## config.mk

```make
export PLATFORM = sky130hd
export DESIGN_NAME = revo_pattern_generator
export DESIGN_NICKNAME = d
export VERILOG_FILES = /design/src/rtl/revo_pattern_generator.sv
export SDC_FILE = /design/constraint.sdc
export NUM_CORES = 1
export LEC_CHECK = 0
export CAP_MARGIN = 20
export CELL_PAD_IN_SITES_DETAIL_PLACEMENT = 1
export CELL_PAD_IN_SITES_GLOBAL_PLACEMENT = 2
export CORE_UTILIZATION = 39
export DETAILED_ROUTE_END_ITERATION = 16
export PLACE_DENSITY = 0.81
export SYNTH_ARGS = -nofsm -noshare
export SYNTH_HDL_FRONTEND = slang
export SYNTH_SLANG_ARGS = --single-unit
```

## constraint.sdc

```tcl
create_clock -name clock -period 6.2 [get_ports clock]
set_clock_uncertainty 0.05 [all_clocks]
set_input_delay 1.24 -clock clock [delete_from_list [all_inputs] [get_ports clock]]
set_output_delay 1.24 -clock clock [all_outputs]
set_load 0.01 [all_outputs]
```

## src/rtl/revo_pattern_generator.sv

```systemverilog
// Programmable revolution-marker word generator for serializer lanes (one word per clock per channel).
// Optional sync realignment is built only when REVO_SYNC_REALIGN_EN is defined.
module revo_pattern_generator #(
    parameter int unsigned WORD_WIDTH     = 8,
    parameter int unsigned COUNTER_WIDTH  = 11,
    parameter int unsigned CHANNELS       = 2,
    parameter int unsigned DEFAULT_PERIOD = 1280,
    parameter int unsigned OFFSET_WIDTH   = COUNTER_WIDTH + $clog2(WORD_WIDTH)
) (
    input  logic                             clock,
    input  logic                             reset_n,
    input  logic                             enable,
    input  logic                             config_load,
    input  logic [COUNTER_WIDTH-1:0]         period_minus_one,
    input  logic [OFFSET_WIDTH:0]            marker_bits,
    input  logic [CHANNELS*OFFSET_WIDTH-1:0] channel_offset,
    input  logic                             sync_in,
    output logic [CHANNELS*WORD_WIDTH-1:0]   revo_word,
    output logic [CHANNELS-1:0]              revo_pulse,
    output logic [31:0]                      revolution_count,
    output logic                             config_pending,
    output logic                             config_error
);

    localparam int unsigned MW = OFFSET_WIDTH + 1;
    // Two spare bits so g + T - offset never overflows.
    localparam int unsigned AW = OFFSET_WIDTH + 2;

    logic [COUNTER_WIDTH-1:0]         counter_q, period_act_q, period_shd_q, period_nxt;
    logic [MW-1:0]                    mbits_act_q, mbits_shd_q, mbits_nxt;
    logic [CHANNELS*OFFSET_WIDTH-1:0] offset_act_q, offset_shd_q, offset_nxt;
    logic                             pending_q, enable_r_q;

    logic                             sync_acc, wrap, advance, apply_cfg;
    logic [COUNTER_WIDTH-1:0]         pat_period, pat_index;
    logic [MW-1:0]                    pat_mbits;
    logic [CHANNELS*OFFSET_WIDTH-1:0] pat_offset;
    logic [CHANNELS*WORD_WIDTH-1:0]   pat_word;
    logic [CHANNELS-1:0]              pat_pulse;
    logic [AW-1:0]                    total_bits, base_bit, bit_g, bit_off, bit_dist, act_total;

`ifdef REVO_SYNC_REALIGN_EN
    assign sync_acc = sync_in;
`else
    logic unused_sync;
    assign unused_sync = sync_in;
    assign sync_acc    = 1'b0;
`endif

    assign wrap      = (counter_q == period_act_q);
    assign advance   = wrap | sync_acc;
    assign apply_cfg = advance & pending_q;

    assign period_nxt = apply_cfg ? period_shd_q : period_act_q;
    assign mbits_nxt  = apply_cfg ? mbits_shd_q  : mbits_act_q;
    assign offset_nxt = apply_cfg ? offset_shd_q : offset_act_q;

    // A sync emits index 0 under the configuration that takes effect on this edge.
    assign pat_period = sync_acc ? period_nxt : period_act_q;
    assign pat_mbits  = sync_acc ? mbits_nxt  : mbits_act_q;
    assign pat_offset = sync_acc ? offset_nxt : offset_act_q;
    assign pat_index  = sync_acc ? '0 : counter_q;

    always_comb begin
        pat_word   = '0;
        pat_pulse  = '0;
        bit_g      = '0;
        bit_dist   = '0;
        bit_off    = '0;
        total_bits = (AW'(pat_period) + AW'(1)) * AW'(WORD_WIDTH);
        base_bit   = AW'(pat_index) * AW'(WORD_WIDTH);
        for (int unsigned c = 0; c < CHANNELS; c++) begin
            bit_off = AW'(pat_offset[c*OFFSET_WIDTH +: OFFSET_WIDTH]);
            if (bit_off < total_bits) begin
                for (int unsigned i = 0; i < WORD_WIDTH; i++) begin
                    bit_g    = base_bit + AW'(WORD_WIDTH - 1 - i);
                    bit_dist = (bit_g >= bit_off) ? (bit_g - bit_off)
                                                  : (bit_g + total_bits - bit_off);
                    pat_word[c*WORD_WIDTH + i] = (bit_dist < AW'(pat_mbits));
                    if (bit_dist == '0) begin
                        pat_pulse[c] = 1'b1;
                    end
                end
            end
        end
    end

    always_comb begin
        act_total    = (AW'(period_act_q) + AW'(1)) * AW'(WORD_WIDTH);
        config_error = 1'b0;
        for (int unsigned c = 0; c < CHANNELS; c++) begin
            if (AW'(offset_act_q[c*OFFSET_WIDTH +: OFFSET_WIDTH]) >= act_total) begin
                config_error = 1'b1;
            end
        end
    end

    assign config_pending = pending_q;

    always_ff @(posedge clock or negedge reset_n) begin
        if (!reset_n) begin
            counter_q        <= '0;
            period_act_q     <= COUNTER_WIDTH'(DEFAULT_PERIOD - 1);
            period_shd_q     <= COUNTER_WIDTH'(DEFAULT_PERIOD - 1);
            mbits_act_q      <= MW'(WORD_WIDTH);
            mbits_shd_q      <= MW'(WORD_WIDTH);
            offset_act_q     <= '0;
            offset_shd_q     <= '0;
            pending_q        <= 1'b0;
            enable_r_q       <= 1'b0;
            revo_word        <= '0;
            revo_pulse       <= '0;
            revolution_count <= '0;
        end else begin
            enable_r_q   <= enable;
            revo_word    <= enable_r_q ? pat_word : '0;
            revo_pulse   <= pat_pulse;
            period_act_q <= period_nxt;
            mbits_act_q  <= mbits_nxt;
            offset_act_q <= offset_nxt;
            if (advance) begin
                revolution_count <= revolution_count + 32'd1;
            end
            // A load coinciding with an apply stays pending for the following wrap.
            if (config_load) begin
                period_shd_q <= period_minus_one;
                mbits_shd_q  <= marker_bits;
                offset_shd_q <= channel_offset;
                pending_q    <= 1'b1;
            end else if (apply_cfg) begin
                pending_q    <= 1'b0;
            end
            if (sync_acc) begin
                counter_q <= (period_nxt == '0) ? '0 : COUNTER_WIDTH'(1);
            end else if (wrap) begin
                counter_q <= '0;
            end else begin
                counter_q <= counter_q + COUNTER_WIDTH'(1);
            end
        end
    end

endmodule

```

==> summary.json <==
{
  "post_synth.cell_area_avg_um2": 8.36,
  "tightestPinTransition_ns": 1.16,
  "syn_area_um2": 24900,
  "synth_mux_area_share_pct": 9.10,
  "crit_slowest_cell": "sky130_fd_sc_hd__dfstp_2",
  "yosys.cell_types.count": 91,
  "ys.warnings.count": 0,
  "via_per_inst": 6.42,
  "postRouteWirelength_um": 122000,
  "num_io_pins": 111,
  "synthDominantCellAreaShare_pct": 16.9,
  "area_delta_synth_final_pct": 15.6,
  "timing.final.max_slew_violations": 0,
  "synthesis.instances": 2977,
  "max_slew_margin_pct": 22.6,
  "grt_antenna_before_repair": 1,
  "grt_pass1_vias": 26400,
  "worstSkewPairLatency_ns": 0.49,
  "port-buffer-count": 109,
  "time_the_worst_path_needs_with_i_o_delays_and_setup_ns": 6.01,
  "final_antenna_net_count": 0,
  "synth.most_common_cell": "sky130_fd_sc_hd__ha_1",
  "ctsLongestPathBuffers": 2,
  "global_route_wire_length_before_repair_um": 176000,
  "net_count_of_the_finished_layout": 3581,
  "finalCritPeriodShare_pct": 96.9,
  "crit_path_start_kind": "register",
  "worst_setup_path_end_kind": "register",
  "die_height_um": 255,
  "finish.utilization_pct": 45.6,
  "hold_buffers": 0,
  "synth.cells.most_frequent": "sky130_fd_sc_hd__ha_1 (337), sky130_fd_sc_hd__a21oi_1 (283), sky130_fd_sc_hd__xnor2_1 (237)",
  "grt-ovfl-total": 0,
  "critical_path.max_fanout": 12,
  "hold_violations": 0,
  "floorplan.core_area_um2": 63100,
  "syn_nets": 3382,
  "tritoncts_num_sinks": 171,
  "max_clock_freq_mhz": 166,
  "estimated_wirelength_of_the_detail_placed_design_um": 95300,
  "synth_simple_gate_area_share_pct": 14.2,
  "maximum_number_of_pins_on_one_net_before_global_route_repair": 143,
  "synth_flop_cell": "sky130_fd_sc_hd__dfrtp_1",
  "setup-violations-final": 0,
  "die_extent_in_x_um": 255,
  "fp-row-count": 92,
  "post_synth_fa_ha_maj_area_fraction_pct": 17.7,
  "track_usage_pct": 37.3,
  "first_pass_iters": 6,
  "drcViolationCount": 0,
  "cp_cell_sequence": "ha_1, inv_1, fa_1, inv_1, ha_1, a21oi_4, o21ai_0, a21oi_1, xor2_1, o21ai_0, ha_1, a21o_1, a21o_1, a2111oi_0, buf_4, inv_1, a211oi_1, o21ai_0, nor3_1",
  "route.detailed.wl_per_inst_um": 30.2,
  "fillerInstances": 7541,
  "final_layout_size_suffix_gt1_share_pct": 14.7,
  "seq_total_area_yosys_pct": 17.3,
  "yosys.area_share.xor_xnor_pct": 14.6,
  "number_of_enable_flip_flop_cells_after_synthesis": 0,
  "globalplace.congestion": 1.10,
  "cp.arrival_ns": 6.39,
  "cts_tree": "yes",
  "clk_pin_slew_ns": 0.11,
  "worst_path_largest_cell_delay_ns": 0.58,
  "critical_path_data_required_time_ns": 6.59,
  "ys_seq_elements": 171,
  "largest_family_of_logic_cells_by_synthesized_area": "compound AO/OA/AOI/OAI gates",
  "post_synth_top_area_cell": "sky130_fd_sc_hd__ha_1",
  "root_buffer": "sky130_fd_sc_hd__clkbuf_16",
  "cts.htree.levels": 4,
  "seqCellArea_um2": 4300,
  "run_status": "finished clean",
  "critical_path_class": "reg -> reg",
  "via_count": 25900,
  "multi_input_area_um2": 19700,
  "synth_area_leaders": "sky130_fd_sc_hd__ha_1 (17%), sky130_fd_sc_hd__dfrtp_1 (15%), sky130_fd_sc_hd__xnor2_1 (8.3%), sky130_fd_sc_hd__xor2_1 (6.3%), sky130_fd_sc_hd__mux2_2 (5.7%)",
  "maxCapViolations": 0,
  "fraction_of_synthesis_flops_using_an_asynchronous_set_or_reset_pin_pct": 100,
  "numCtsBuffers": 17,
  "timing.hold.worst.class": "reg -> reg",
  "floorplan.initialDensity_pct": 39.5,
  "die_area_um2": 64800,
  "drt_iter0_drc": 2360,
  "synth_compound_area_share_pct": 23.1
}
==> placed cells by master, fill, tap and decap left out, types with 13 or more instances in the layout <==
cell,instances
sky130_fd_sc_hd__nor4_1,25
sky130_fd_sc_hd__mux2_2,126
sky130_fd_sc_hd__clkbuf_16,17
sky130_fd_sc_hd__o21a_1,39
sky130_fd_sc_hd__dfstp_2,20
sky130_fd_sc_hd__o31ai_1,13
sky130_fd_sc_hd__o211ai_1,27
sky130_fd_sc_hd__and2_1,14
sky130_fd_sc_hd__nor3_1,35
sky130_fd_sc_hd__nor2b_1,18
sky130_fd_sc_hd__o21bai_1,17
sky130_fd_sc_hd__xor2_1,179
sky130_fd_sc_hd__xnor2_1,235
sky130_fd_sc_hd__a31oi_1,15
sky130_fd_sc_hd__nand3_1,50
sky130_fd_sc_hd__nand2_1,181
sky130_fd_sc_hd__or4_1,17
sky130_fd_sc_hd__a21oi_1,282
sky130_fd_sc_hd__o21ai_0,196
sky130_fd_sc_hd__nand2b_1,26
sky130_fd_sc_hd__a211oi_1,18
sky130_fd_sc_hd__nor2_1,151
sky130_fd_sc_hd__ha_1,336
sky130_fd_sc_hd__a221oi_1,25
sky130_fd_sc_hd__nand4_1,53
sky130_fd_sc_hd__mux2i_1,83
sky130_fd_sc_hd__a21o_1,122
sky130_fd_sc_hd__or3_1,18
sky130_fd_sc_hd__and3_1,24
sky130_fd_sc_hd__o21ai_1,27
sky130_fd_sc_hd__buf_4,212
sky130_fd_sc_hd__clkdlybuf4s50_1,107
sky130_fd_sc_hd__inv_1,97
sky130_fd_sc_hd__dfrtp_1,151
==> state kept, by name (all words and copies together) (netlist names) <==
register          cells
revolution_count     32
offset_act_q         28
offset_shd_q         28
revo_word            16
mbits_act_q          15
mbits_shd_q          15
counter_q            11
pat_period           11
period_shd_q         11
revo_pulse            2
config_pending        1
enable_r_q            1
==> per-layer routing <==
layer	part of all wire [%]	wire length [um]	up-vias	GRT usage (%)
li1	-	-	11300	-
met2	42	51600	1312	56.1
met4	6.6	8010	0	22.1
met1	42	51400	13000	48.6
met5	0	0	-	0
met3	9.0	11000	336	8.39
==> layout make-up <==
cell class / instances / area share [%]
Antenna cell: 1 / 0.00870
Tap cell: 846 / 3.68
Inverter: 105 / 1.37
Clock buffer: 17 / 1.48
Clock inverter: 15 / 0.805
Multi-Input combinational cell: 2559 / 68.3
Timing Repair Buffer: 322 / 9.39
Sequential cell: 171 / 15.0
==> timing repair <==
action	4_1_cts	5_1_grt
cloned	0	0
pin swaps	0	2
resized for setup	3	14
endpoints found under the setup margin	2	11
setup buffers	0	2
==> per-stage QoR <==
stage	area, um^2	instances	hold slack, ns	TNS (ns)	setup slack, ns
finish	28800	4036	0.437	0	0.193
global route	28800	4035	0.462	-0.00148	-0.00148
CTS	28700	4033	0.442	0	0.0154
detailed placement	28000	4001	0.424	-0.0768	-0.0768
global placement	28000	4001	0.418	0	0.0570
floorplan	24900	2977	0.427	0	0.799
==> logic make-up (layout without fill, tap and decap cells) <==
kind of cell | after synthesis | after routing
other | 0 | 1
and+or+nand+nor | 687 | 687
adders and majority gates | 346 | 346
xor gates and xnor gates | 416 | 416
DFF | 171 | 171
muxes | 210 | 210
AOI/OAI and AO/OA | 900 | 900
buffers and inverters | 247 | 459
==> critical path: cells and delay by family, from the launching register on <==
kind | cells | cell delay, ns
xor gates and xnor gates | 1 | 0.46
DFF | 1 | 0.58
and+or+nand+nor | 1 | 0.14
buffers and inverters | 4 | 0.64
adders and majority gates | 4 | 1.59
AOI/OAI and AO/OA | 9 | 2.50
==> final timing paths <==
kind	start	end	slack, ns	depth (start not counted)
setup / recovery	pat_period[1]	revo_word[2]	0.19	19
hold / removal	revolution_count[31]	revolution_count[31]	0.44	1
setup reg to reg	pat_period[1]	revo_word[2]	0.19	19
hold reg to reg	revolution_count[31]	revolution_count[31]	0.44	1
max in group asynchronous	reset_n	mbits_shd_q[14]	4.26	2
min in group asynchronous	reset_n	revo_word[3]	0.58	1
Power is not shown: default switching activity piles up to over one toggle a cycle in this logic, so the estimate is an artifact.
